File: src/rtl/xdma_burst_receiver.sv
// Destination side of the xDMA write-burst path: takes one AW + W burst, writes each
// beat straight through to local memory, answers with a single B and a done strobe.
module xdma_burst_receiver #(
    parameter int AddrWidth = 48,
    parameter int DataWidth = 512,
    parameter int LenWidth  = 8,
    parameter int IdWidth   = 4
) (
    input  logic                   clk_i,
    input  logic                   rst_i,
    input  logic                   aw_valid_i,
    output logic                   aw_ready_o,
    input  logic [AddrWidth-1:0]   aw_addr_i,
    input  logic [LenWidth-1:0]    aw_len_i,
    input  logic [IdWidth-1:0]     aw_id_i,
    input  logic                   w_valid_i,
    output logic                   w_ready_o,
    input  logic [DataWidth-1:0]   w_data_i,
    input  logic [DataWidth/8-1:0] w_strb_i,
    input  logic                   w_last_i,
    output logic                   b_valid_o,
    input  logic                   b_ready_i,
    output logic [IdWidth-1:0]     b_id_o,
    output logic [1:0]             b_resp_o,
    output logic                   mem_req_o,
    output logic [AddrWidth-1:0]   mem_addr_o,
    output logic [DataWidth-1:0]   mem_data_o,
    output logic [DataWidth/8-1:0] mem_strb_o,
    input  logic                   mem_gnt_i,
    output logic                   write_req_done_o,
    output logic [LenWidth:0]      beats_o
);

    localparam logic [AddrWidth-1:0] BeatBytes = AddrWidth'(DataWidth / 8);
    localparam logic [AddrWidth-1:0] AlignMask = ~(BeatBytes - AddrWidth'(1));

    typedef enum logic [1:0] {IDLE, DATA, RESP} state_t;

    state_t               state, state_n;
    logic [AddrWidth-1:0] addr;
    logic [LenWidth-1:0]  len;
    logic [LenWidth-1:0]  beat_cnt;
    logic [IdWidth-1:0]   id;
    logic                 err;
    logic                 done;
    logic [LenWidth:0]    beats;
    logic                 aw_fire, w_fire, b_fire, last_beat;

    assign aw_fire   = aw_valid_i & aw_ready_o;
    assign w_fire    = w_valid_i & w_ready_o;
    assign b_fire    = b_valid_o & b_ready_i;
    assign last_beat = (beat_cnt == len);

    always_ff @(posedge clk_i) begin
        if (rst_i) state <= IDLE;
        else       state <= state_n;
    end

    // Handshake outputs are forced low while reset is asserted so the reset
    // cycle itself looks idle to both neighbours.
    always_comb begin
        state_n    = state;
        aw_ready_o = 1'b0;
        w_ready_o  = 1'b0;
        mem_req_o  = 1'b0;
        b_valid_o  = 1'b0;
        if (!rst_i) begin
            case (state)
                IDLE: begin
                    aw_ready_o = 1'b1;
                    if (aw_valid_i) state_n = DATA;
                end
                DATA: begin
                    w_ready_o = mem_gnt_i;
                    mem_req_o = w_valid_i;
                    if (w_fire && last_beat) state_n = RESP;
                end
                RESP: begin
                    b_valid_o = 1'b1;
                    if (b_ready_i) state_n = IDLE;
                end
                default: state_n = IDLE;
            endcase
        end
    end

    assign mem_addr_o       = addr;
    assign mem_data_o       = w_data_i;
    assign mem_strb_o       = w_strb_i;
    assign b_id_o           = id;
    assign b_resp_o         = err ? 2'b10 : 2'b00;
    assign write_req_done_o = done & ~rst_i;
    assign beats_o          = rst_i ? '0 : beats;

    always_ff @(posedge clk_i) begin
        if (rst_i) begin
            addr     <= '0;
            len      <= '0;
            beat_cnt <= '0;
            id       <= '0;
            err      <= 1'b0;
            done     <= 1'b0;
            beats    <= '0;
        end else begin
            done <= b_fire;
            if (aw_fire) begin
                addr     <= aw_addr_i & AlignMask;
                len      <= aw_len_i;
                id       <= aw_id_i;
                beat_cnt <= '0;
                err      <= 1'b0;
            end
            // The burst ends on count alone; a misplaced w_last only flags an error.
            if (w_fire) begin
                addr     <= addr + BeatBytes;
                beat_cnt <= beat_cnt + LenWidth'(1);
                if (w_last_i != last_beat) err <= 1'b1;
            end
            if (b_fire) beats <= {1'b0, len} + (LenWidth + 1)'(1);
        end
    end

endmodule
File: config.mk
export PLATFORM = sky130hd
export DESIGN_NAME = xdma_burst_receiver
export DESIGN_NICKNAME = d
export VERILOG_FILES = /design/src/rtl/xdma_burst_receiver.sv
export SDC_FILE = /design/constraint.sdc
export NUM_CORES = 1
export LEC_CHECK = 0
export CORE_AREA = 2 2 500 502
export CTS_CLUSTER_SIZE = 12
export DETAILED_ROUTE_END_ITERATION = 6
export DIE_AREA = 0 0 502 504
export GPL_ROUTABILITY_DRIVEN = 0
export SYNTH_ARGS = -nofsm -noshare
export SYNTH_HDL_FRONTEND = slang
export SYNTH_SLANG_ARGS = --single-unit
File: constraint.sdc
create_clock -name clk_i -period 2.3 [get_ports clk_i]
set_input_delay 0.345 -clock clk_i [delete_from_list [all_inputs] [get_ports clk_i]]
set_output_delay 0.345 -clock clk_i [all_outputs]
set_load 0.05 [all_outputs]
# Word level (Yosys, flattened, before mapping)
# Index checks and enable logic that the tools add are counted.
[word_totals]
regBits = 81
inputBits = 643
out_inout_bits = 644
elab_cells = 48
[classes]
n_addsub = 3
n_eq_ne = 7
muxes = 21
bitwise_logic = 5
reduce_logical = 4
[ops]
columns = ["op", "count"]
rows = [
  ["$mux W48", 2],
  ["$add A48 B7 Y48 const B", 1],
  ["$mux W8", 2],
  ["$mux W1", 11],
  ["$add A8 B1 Y9 const B", 1],
  ["$mux W9", 1],
  ["$add A8 B1 Y8 const B", 1],
  ["$eq A8 B8 Y1", 1],
  ["$mux W2", 4],
  ["$ne A2 B2 Y1 const B", 3],
  ["$pmux W2 S3", 1],
  ["$and A1 B1 Y1", 4],
  ["$reduce_and A3 Y1", 1],
  ["$eq A2 B1 Y1 const B", 1],
  ["$eq A2 B2 Y1 const B", 1],
  ["$logic_not A2 Y1", 1],
  ["$reduce_bool A2 Y1", 1],
  ["$logic_and A1 B1 Y1", 1],
  ["$ne A1 B1 Y1", 1],
  ["$not A1 Y1", 1],
]

# Logic depth before layout (Yosys ltp)
# Gate-level depths: netlist of run 1.
[logic_depth]
ltp_word = 7
mapped_depth = 8
mapped_depth_nobuf = 6

# Worst setup path after synthesis of run 1
# Ideal clock, no wire load.
[synth_path]
path_kind = "input to register"
start = "in rst_i"
end = "reg beats[2]"
setup_time_ns = 0.071
arrival_ns = 2.587
required_ns = 2.229
slack_ns = -0.358
cell_stages = 7
n_path_buf = 3
path_cell_list = "buf_6 nor3b_1 and2_1 clkbuf_1 clkbuf_1 nor2_1 a21oi_1"
[synth_between]
elab_chain_len = 2
[synth_rtl]
columns = ["item", "line_no", "rtl"]
rows = [
  ["start, declared", "10", "input logic rst_i,"],
  ["$mux W1", "67", "if (!rst_i) begin"],
  ["net b_valid_o", "21", "output logic b_valid_o,"],
  ["$and A1 B1 Y1", "51", "assign b_fire = b_valid_o & b_ready_i;"],
  ["end signal, assigned", "119", "if (b_fire) beats <= {1'b0, len} + (LenWidth + 1)'(1);"],
  ["end, declared", "46", "logic [LenWidth:0] beats;"],
]
# The timed path passes the listed nets, and every way through them passes these cells.
# A chain may end at the register's enable or synchronous reset.

# Final worst setup path of run 1
[layout_path]
start = "reg addr[29] (netlist: mem_addr_o[29])"
end = "out mem_addr_o[29]"
[layout_lines]
columns = ["item", "line_no", "rtl"]
rows = [
  ["start, declared", "40", "logic [AddrWidth-1:0] addr;"],
  ["start signal, assigned", "107", "addr <= aw_addr_i & AlignMask;"],
  ["start signal, assigned", "115", "addr <= addr + BeatBytes;"],
  ["end, declared", "26", "output logic [AddrWidth-1:0] mem_addr_o,"],
]
# No word-level cell between the ends.

==> results of run 1 <==
[final cells by class]
type / instances / area share, %
clock buffer: 9 / 2.21
sequential: 75 / 14.7
inverter: 9 / 0.331
timing repair buffer: 168 / 17.3
tap: 3330 / 40.9
clock inverter: 7 / 0.589
multi-input combinational: 404 / 23.9
antenna: 4 / 0.0982
[per-layer routing]
layer / global-route usage [%] / vias up / wire length [µm] / share of wire (%)
li1: - / 2215 / - / -
met1: 1.84 / 2469 / 8770 / 4.7
met2: 22.9 / 1375 / 84800 / 45
met3: 29.2 / 303 / 82800 / 44
met4: 6.75 / 6 / 9730 / 5.2
met5: 1.18 / - / 438 / 0.23
[synthesized netlist by cell type, drive strengths merged (2+ instances only)]
library cell    n
or3            14
a32oi           3
a211oi          3
and3            7
nor4           12
a31oi          15
ha              3
xnor2          11
o211ai         19
a221oi          2
clkbuf         21
inv             9
o311ai          5
nor3           14
a2111oi         2
buf           592
xor2            6
nor3b           2
dfxtp          75
or2             2
a22oi           8
mux2i           3
o21a            2
or4             6
mux2            6
nand3          39
a21oi          29
nor2           30
nor2b          10
nand2          78
nand4          26
a21o            2
o21ai          21
and2            3
[what timing repair did]
action	4_1_cts	5_1_grt
pin swaps	0	3
resized for setup	1	6
buffers inserted	0	1
setup endpoints to repair	1	7
gates cloned	0	0
[final timing paths]
| kind | slack, ns | cells past startpoint | end |
|---|---|---|---|
| setup / recovery | 0.14 | 1 | mem_addr_o[29] |
| hold / removal | 0.46 | 2 | b_id_o[2]$_SDFFE_PP0P_ |
| setup reg to reg | 0.16 | 5 | mem_addr_o[47]$_SDFFE_PP0P_ |
| hold reg to reg | 0.46 | 2 | b_id_o[2]$_SDFFE_PP0P_ |
[power by group through the flow]
stage / Sequential (µW) / Clock [µW] / Combinational [µW]
floorplan: 1590 / 0 / 2910
global placement: 1470 / 0 / 772
detailed placement: 1470 / 0 / 777
CTS: 1440 / 1560 / 779
global route: 1450 / 1570 / 797
finish: 1450 / 1500 / 753
[metrics by stage]
| stage | setup TNS, ns | total power (µW) | util [%] |
|---|---|---|---|
| 6_report | 0 | 3700 | 4.12 |
| 5_1_grt | 0 | 3820 | 4.12 |
| 4_1_cts | 0 | 3780 | 4.10 |
| 3_5_place_dp | -1.27 | 2250 | 3.98 |
| 3_3_place_gp | -0.864 | 2240 | 3.98 |
| 2_1_floorplan | 0 | 4500 | - |
[worst reg2reg max path: cells and delay by family (launching register included)]
| family | cells | cell delay [ns] |
|---|---|---|
| simple gates | 4 | 1.47 |
| flops | 1 | 0.49 |
| compound gates | 1 | 0.10 |
[sequential cells by signal, indices dropped and copies added, names as in the netlist]
signal and cells:
beats 9, state 2, len 8, err 1, mem_addr_o 42, done 1, b_id_o 4, beat_cnt 8
[cell families (layout without fill, tap and decap cells)]
logic type      Yosys count  after routing
buf+inv                 622            193
simple gates            249            249
compound gates          119            119
flops                    75             75
xor+xnor                 17             17
mux                       9              9
fa+ha+maj                 3              3
other cells               1             11
==> flow_summary.ini, run 1 <==
[run_status]
status = finished, final reports clean

[place]
dp_cells = 3985
dpl_worst_slack_ns = -0.137
io_buffers = 121
place_area_um2 = 9860
dp.final_hpwl_mm = 181

[routing]
drt_iter0_markers = 528
drtAntennaViolNets = 0
vias_per_cell = 1.59
first_pass_iters = 5
wl_mm = 187
wl_per_cell_um = 46.6
drc = 0
vias = 6368

[floorplanning]
initial_core_util_pct = 3.39
die_w_um = 502
io-pin-count = 1287
dieArea_um2 = 253000
core_area_um2 = 248000
chipHeight_um = 504
rows = 183

[clocking]
clock-sinks = 75
cts_buffers = 9
cts_max_level = 3
hold_buffers = 0
insertion_delay_ns = 0.39
cts_tree = done
clockBufferDepth = 2
clkTransAtPathRegs_ns = 0.08
root_buffer = clkbuf_16

[yosys]
synth-simple-area-share_pct = 15.4
synth_compound_area_share_pct = 9.23
synth_top_family_by_area = buffers and inverters
synth_top_area_cell = buf_4
synthArstFlopShare_pct = 0
muxShareOfSynthArea_pct = 1.16
synth_cells = 1095
seq_area_frac_synth_pct = 17.9
ys.flop_type = dfxtp_1
post_synth_num_cell_types = 57
synthAdderAreaFrac_pct = 0.447
ys_ff_latch = 75
yosys-top-cells-area = buf_4, dfxtp_1, nand2_1
synth_area_um2 = 8390
ys_warn_count = 0
synth_edf_count = 0
synth_xor_area_share_pct = 1.77
synth_area_per_cell_um2 = 7.67
yosys.area.top_type_share_pct = 52.2

[timing]
relSlewSlack_pct = 56.9
period_share_pct = 93.9
rsz0062_at_grt = false
slew_violations = 0
hold_viol_final = 0
layout_setup_ws_ns = 0.140
finalCriticalPeriod_ns = 2.16
max_clock_freq_mhz = 463
finalSetupViolations = 0
hold_slack_ns = 0.462
final.setup_skew_ns = 0.0181
worstMarginPinSlew_ns = 0.646

[flow_run]
max_cap_violations = 0

[setup_path]
required_ns = 1.96
cp_data_arrival_time_ns = 1.81
crit_family = buffers and inverters
r2r_start = mem_addr_o[25]$_SDFFE_PP0P_
slowest_delay_ns = 0.88
setup.worst_path.start = mem_addr_o[29]$_SDFFE_PP0P_
worstSetupPathType = flip-flop to output port
cp-start-kind = flip-flop
end_kind = output port
path_max_fanout = 7
crit_chain = clkdlybuf4s50_1
crit_path_top_delay_cell = clkdlybuf4s50_1
crit_buf_inv = 1

[cells_and_area]
multi_input_area_um2 = 2440
fillers = 29364
syn_to_final_growth_pct = 21.4
design_area_um2 = 10200
mostFrequentLayoutCells = clkdlybuf4s50_1, nand2_1, dfxtp_1
final_common_cell = clkdlybuf4s50_1
fin_nets = 1313
fin_cells = 4006
final-seq-area_um2 = 1500
drive_gt1_share_pct = 16.7

[pwr]
switching_power_uw = 1300
leakagePower_uw = 0.00217
max-vdd-ir-drop_uv = 396
power.internal_uw = 2400
p_sw_share_pct = 35.2
pwr-share-seq_pct = 39.1
power_frac_clock_pct = 40.5
power_density_nw_per_um2 = 363
p_comb_share_pct = 20.4

[min_path]
min_path_type = flip-flop to flip-flop
hold_path.startpoint = b_id_o[2]$_SDFFE_PP0P_

[grt]
grt.total_usage_pct = 14.2
grt_first_pass_wirelength_mm = 201
grt_antenna_before_repair = 13
grt_pass1_vias = 5858
grt_overflow = 0
grt_max_degree = 61
Note: power is estimated with default switching activity, not from simulation.
==> run 2: changes to the inputs <==
--- a/config.mk
+++ b/config.mk
@@ -5,11 +5,13 @@
 export SDC_FILE = /design/constraint.sdc
 export NUM_CORES = 1
 export LEC_CHECK = 0
-export CORE_AREA = 2 2 500 502
+export ABC_AREA = 1
+export CORE_AREA = 2 2 508 510
 export CTS_CLUSTER_SIZE = 12
 export DETAILED_ROUTE_END_ITERATION = 6
-export DIE_AREA = 0 0 502 504
+export DIE_AREA = 0 0 510 512
 export GPL_ROUTABILITY_DRIVEN = 0
+export PLACE_DENSITY_LB_ADDON = 0.05
 export SYNTH_ARGS = -nofsm -noshare
 export SYNTH_HDL_FRONTEND = slang
 export SYNTH_SLANG_ARGS = --single-unit
==> flow_summary.ini, run 2 <==
[clocking]
cts_buffers = 9
cts_max_level = 3
clockBufferDepth = 2
hold_buffers = 0
insertion_delay_ns = 0.41
clock-sinks = 75
cts_tree = done
root_buffer = clkbuf_16
clkTransAtPathRegs_ns = 0.08

[floorplanning]
io-pin-count = 1287
die_w_um = 510
rows = 186
dieArea_um2 = 261000
initial_core_util_pct = 3.53
core_area_um2 = 256000
chipHeight_um = 512

[yosys]
synth_edf_count = 0
yosys.area.top_type_share_pct = 48.7
ys_warn_count = 0
yosys-top-cells-area = buf_4, dfxtp_1, nand2_1
synth_area_per_cell_um2 = 6.66
synth-simple-area-share_pct = 21.6
synth_area_um2 = 9040
ys.flop_type = dfxtp_1
synth_compound_area_share_pct = 6.44
synthAdderAreaFrac_pct = 0.415
synth_xor_area_share_pct = 0.484
seq_area_frac_synth_pct = 16.6
synth_cells = 1357
synthArstFlopShare_pct = 0
synth_top_area_cell = buf_4
synth_top_family_by_area = buffers and inverters
yosysMostFrequentCell = buf_4
ys_ff_latch = 75
netlist_top_cells_count = buf_4, nand2_1, inv_1, nor2_1, dfxtp_1
post_synth_num_cell_types = 43
muxShareOfSynthArea_pct = 0

[setup_path]
end_kind = output port
cp-start-kind = flip-flop
required_ns = 1.96
reg2reg_slack_ns = 0.31
worstSetupPathType = flip-flop to output port
regToRegEndpoint = mem_addr_o[23]$_SDFFE_PP0P_
r2r_start = mem_addr_o[13]$_SDFFE_PP0P_
cp_data_arrival_time_ns = 1.69
r2r_cells = 8
path_max_fanout = 2

[cells_and_area]
fin_nets = 1600
fillers = 30314
final_common_cell = nand2_1
largest_register_ffs = 42
multi_input_area_um2 = 2650
syn_to_final_growth_pct = 19.5
drive_gt1_share_pct = 17.2
design_area_um2 = 10800
mostFrequentLayoutCells = nand2_1, buf_4, inv_1
final-seq-area_um2 = 1500

[timing]
finalSetupViolations = 0
worstMarginPinSlew_ns = 0.557
slew_violations = 0
hold_viol_final = 0
final.setup_skew_ns = 0.0146
rsz0062_at_grt = false
period_share_pct = 88.4
finalSetupTns_ns = 0
relSlewSlack_pct = 62.8
hold_slack_ns = 0.243
max_clock_freq_mhz = 492
layout_setup_ws_ns = 0.267
finalCriticalPeriod_ns = 2.03

[min_path]
hold_path.startpoint = rst_i
min_path_cells = 2
holdPathEnd = state[0]$_SDFFE_PP0P_
min_path_type = input pin to flip-flop

[grt]
grt_overflow = 0
grt.total_usage_pct = 4.50
grt_first_pass_wirelength_mm = 75.0
grt_pass1_vias = 7182
grt_antenna_before_repair = 9
grt_max_degree = 27

[flow_run]
max_cap_violations = 0

[routing]
wl_per_cell_um = 13.9
drtAntennaViolNets = 0
vias_per_cell = 1.47
vias = 6386
wl_mm = 60.2
drc = 0
first_pass_iters = 4
drt_iter0_markers = 250

[pwr]
leakagePower_uw = 0.00283
max-vdd-ir-drop_uv = 393
power_density_nw_per_um2 = 388

[place]
dp.final_hpwl_mm = 52.2
io_buffers = 121
dpl_worst_slack_ns = 0.0233
place_area_um2 = 10500

[run_status]
status = finished, final reports clean
-- run 2: worst max-delay path, cell delays in order, from the launching register on --
cell and delay, ns:
dfxtp_1 0.31, inv_1 0.05, nor2_1 0.09, clkdlybuf4s50_1 0.81
-- run 2: repair_timing --
action	CTS	global route
setup endpoints to repair	0	2
setup buffers	0	0
gates resized for setup	0	3
-- run 2: worst max path at each step --
stage	to	startpoint	slack [ns]	cells past startpoint
floorplan	mem_addr_o[20]$_SDFFE_PP0P_	state[0]$_SDFFE_PP0P_	0.34	7
global placement	mem_addr_o[23]$_SDFFE_PP0P_	mem_addr_o[18]$_SDFFE_PP0P_	-0.006	8
detailed placement	mem_addr_o[23]$_SDFFE_PP0P_	mem_addr_o[18]$_SDFFE_PP0P_	0.02	8
CTS	mem_addr_o[23]$_SDFFE_PP0P_	mem_addr_o[18]$_SDFFE_PP0P_	0.01	8
global route	mem_addr_o[23]$_SDFFE_PP0P_	mem_addr_o[13]$_SDFFE_PP0P_	0.03	8
finish	beats_o[1]	beats[1]$_SDFFE_PP0P_	0.27	3
-- run 2: power breakdown --
group          switching, µW  internal, µW
registers                104          1360
logic                    607           299
clock network            818          1010
-- run 2: layout make-up --
type                    instances  share of cell area, %
diodes                          2                 0.0463
clock buffers                  11                   2.34
clock inverters                 5                  0.695
inverters                     114                   3.96
multi-input cells             568                   24.5
flip-flops and latches         75                   13.9
well taps                    3384                   39.2
repair buffers                186                   15.3
-- run 2: layer usage --
metal,routed length (µm),global-route usage (%),vias up
met1,20100,4.16,2767
met5,13,0,-
met4,3480,2.63,2
met2,31200,8.20,461
met3,5450,1.85,326
li1,-,-,2830
-- run 2: kinds of logic after synthesis --
group,Yosys count
xor gates and xnor gates,5
DFF,75
adders and majority gates,3
AOI/OAI and AO/OA,107
and+or+nand+nor,446
other,1
buffers and inverters,720
-- run 2: stage by stage --
stage | util [%] | std cells | total power [µW]
final | 4.22 | 4345 | 4190
after global routing | 4.22 | 4343 | 4500
after CTS | 4.22 | 4343 | 4480
after detailed placement | 4.09 | 4327 | 2490
after global placement | 4.09 | 4327 | 2500
after floorplan | - | 1363 | 4570
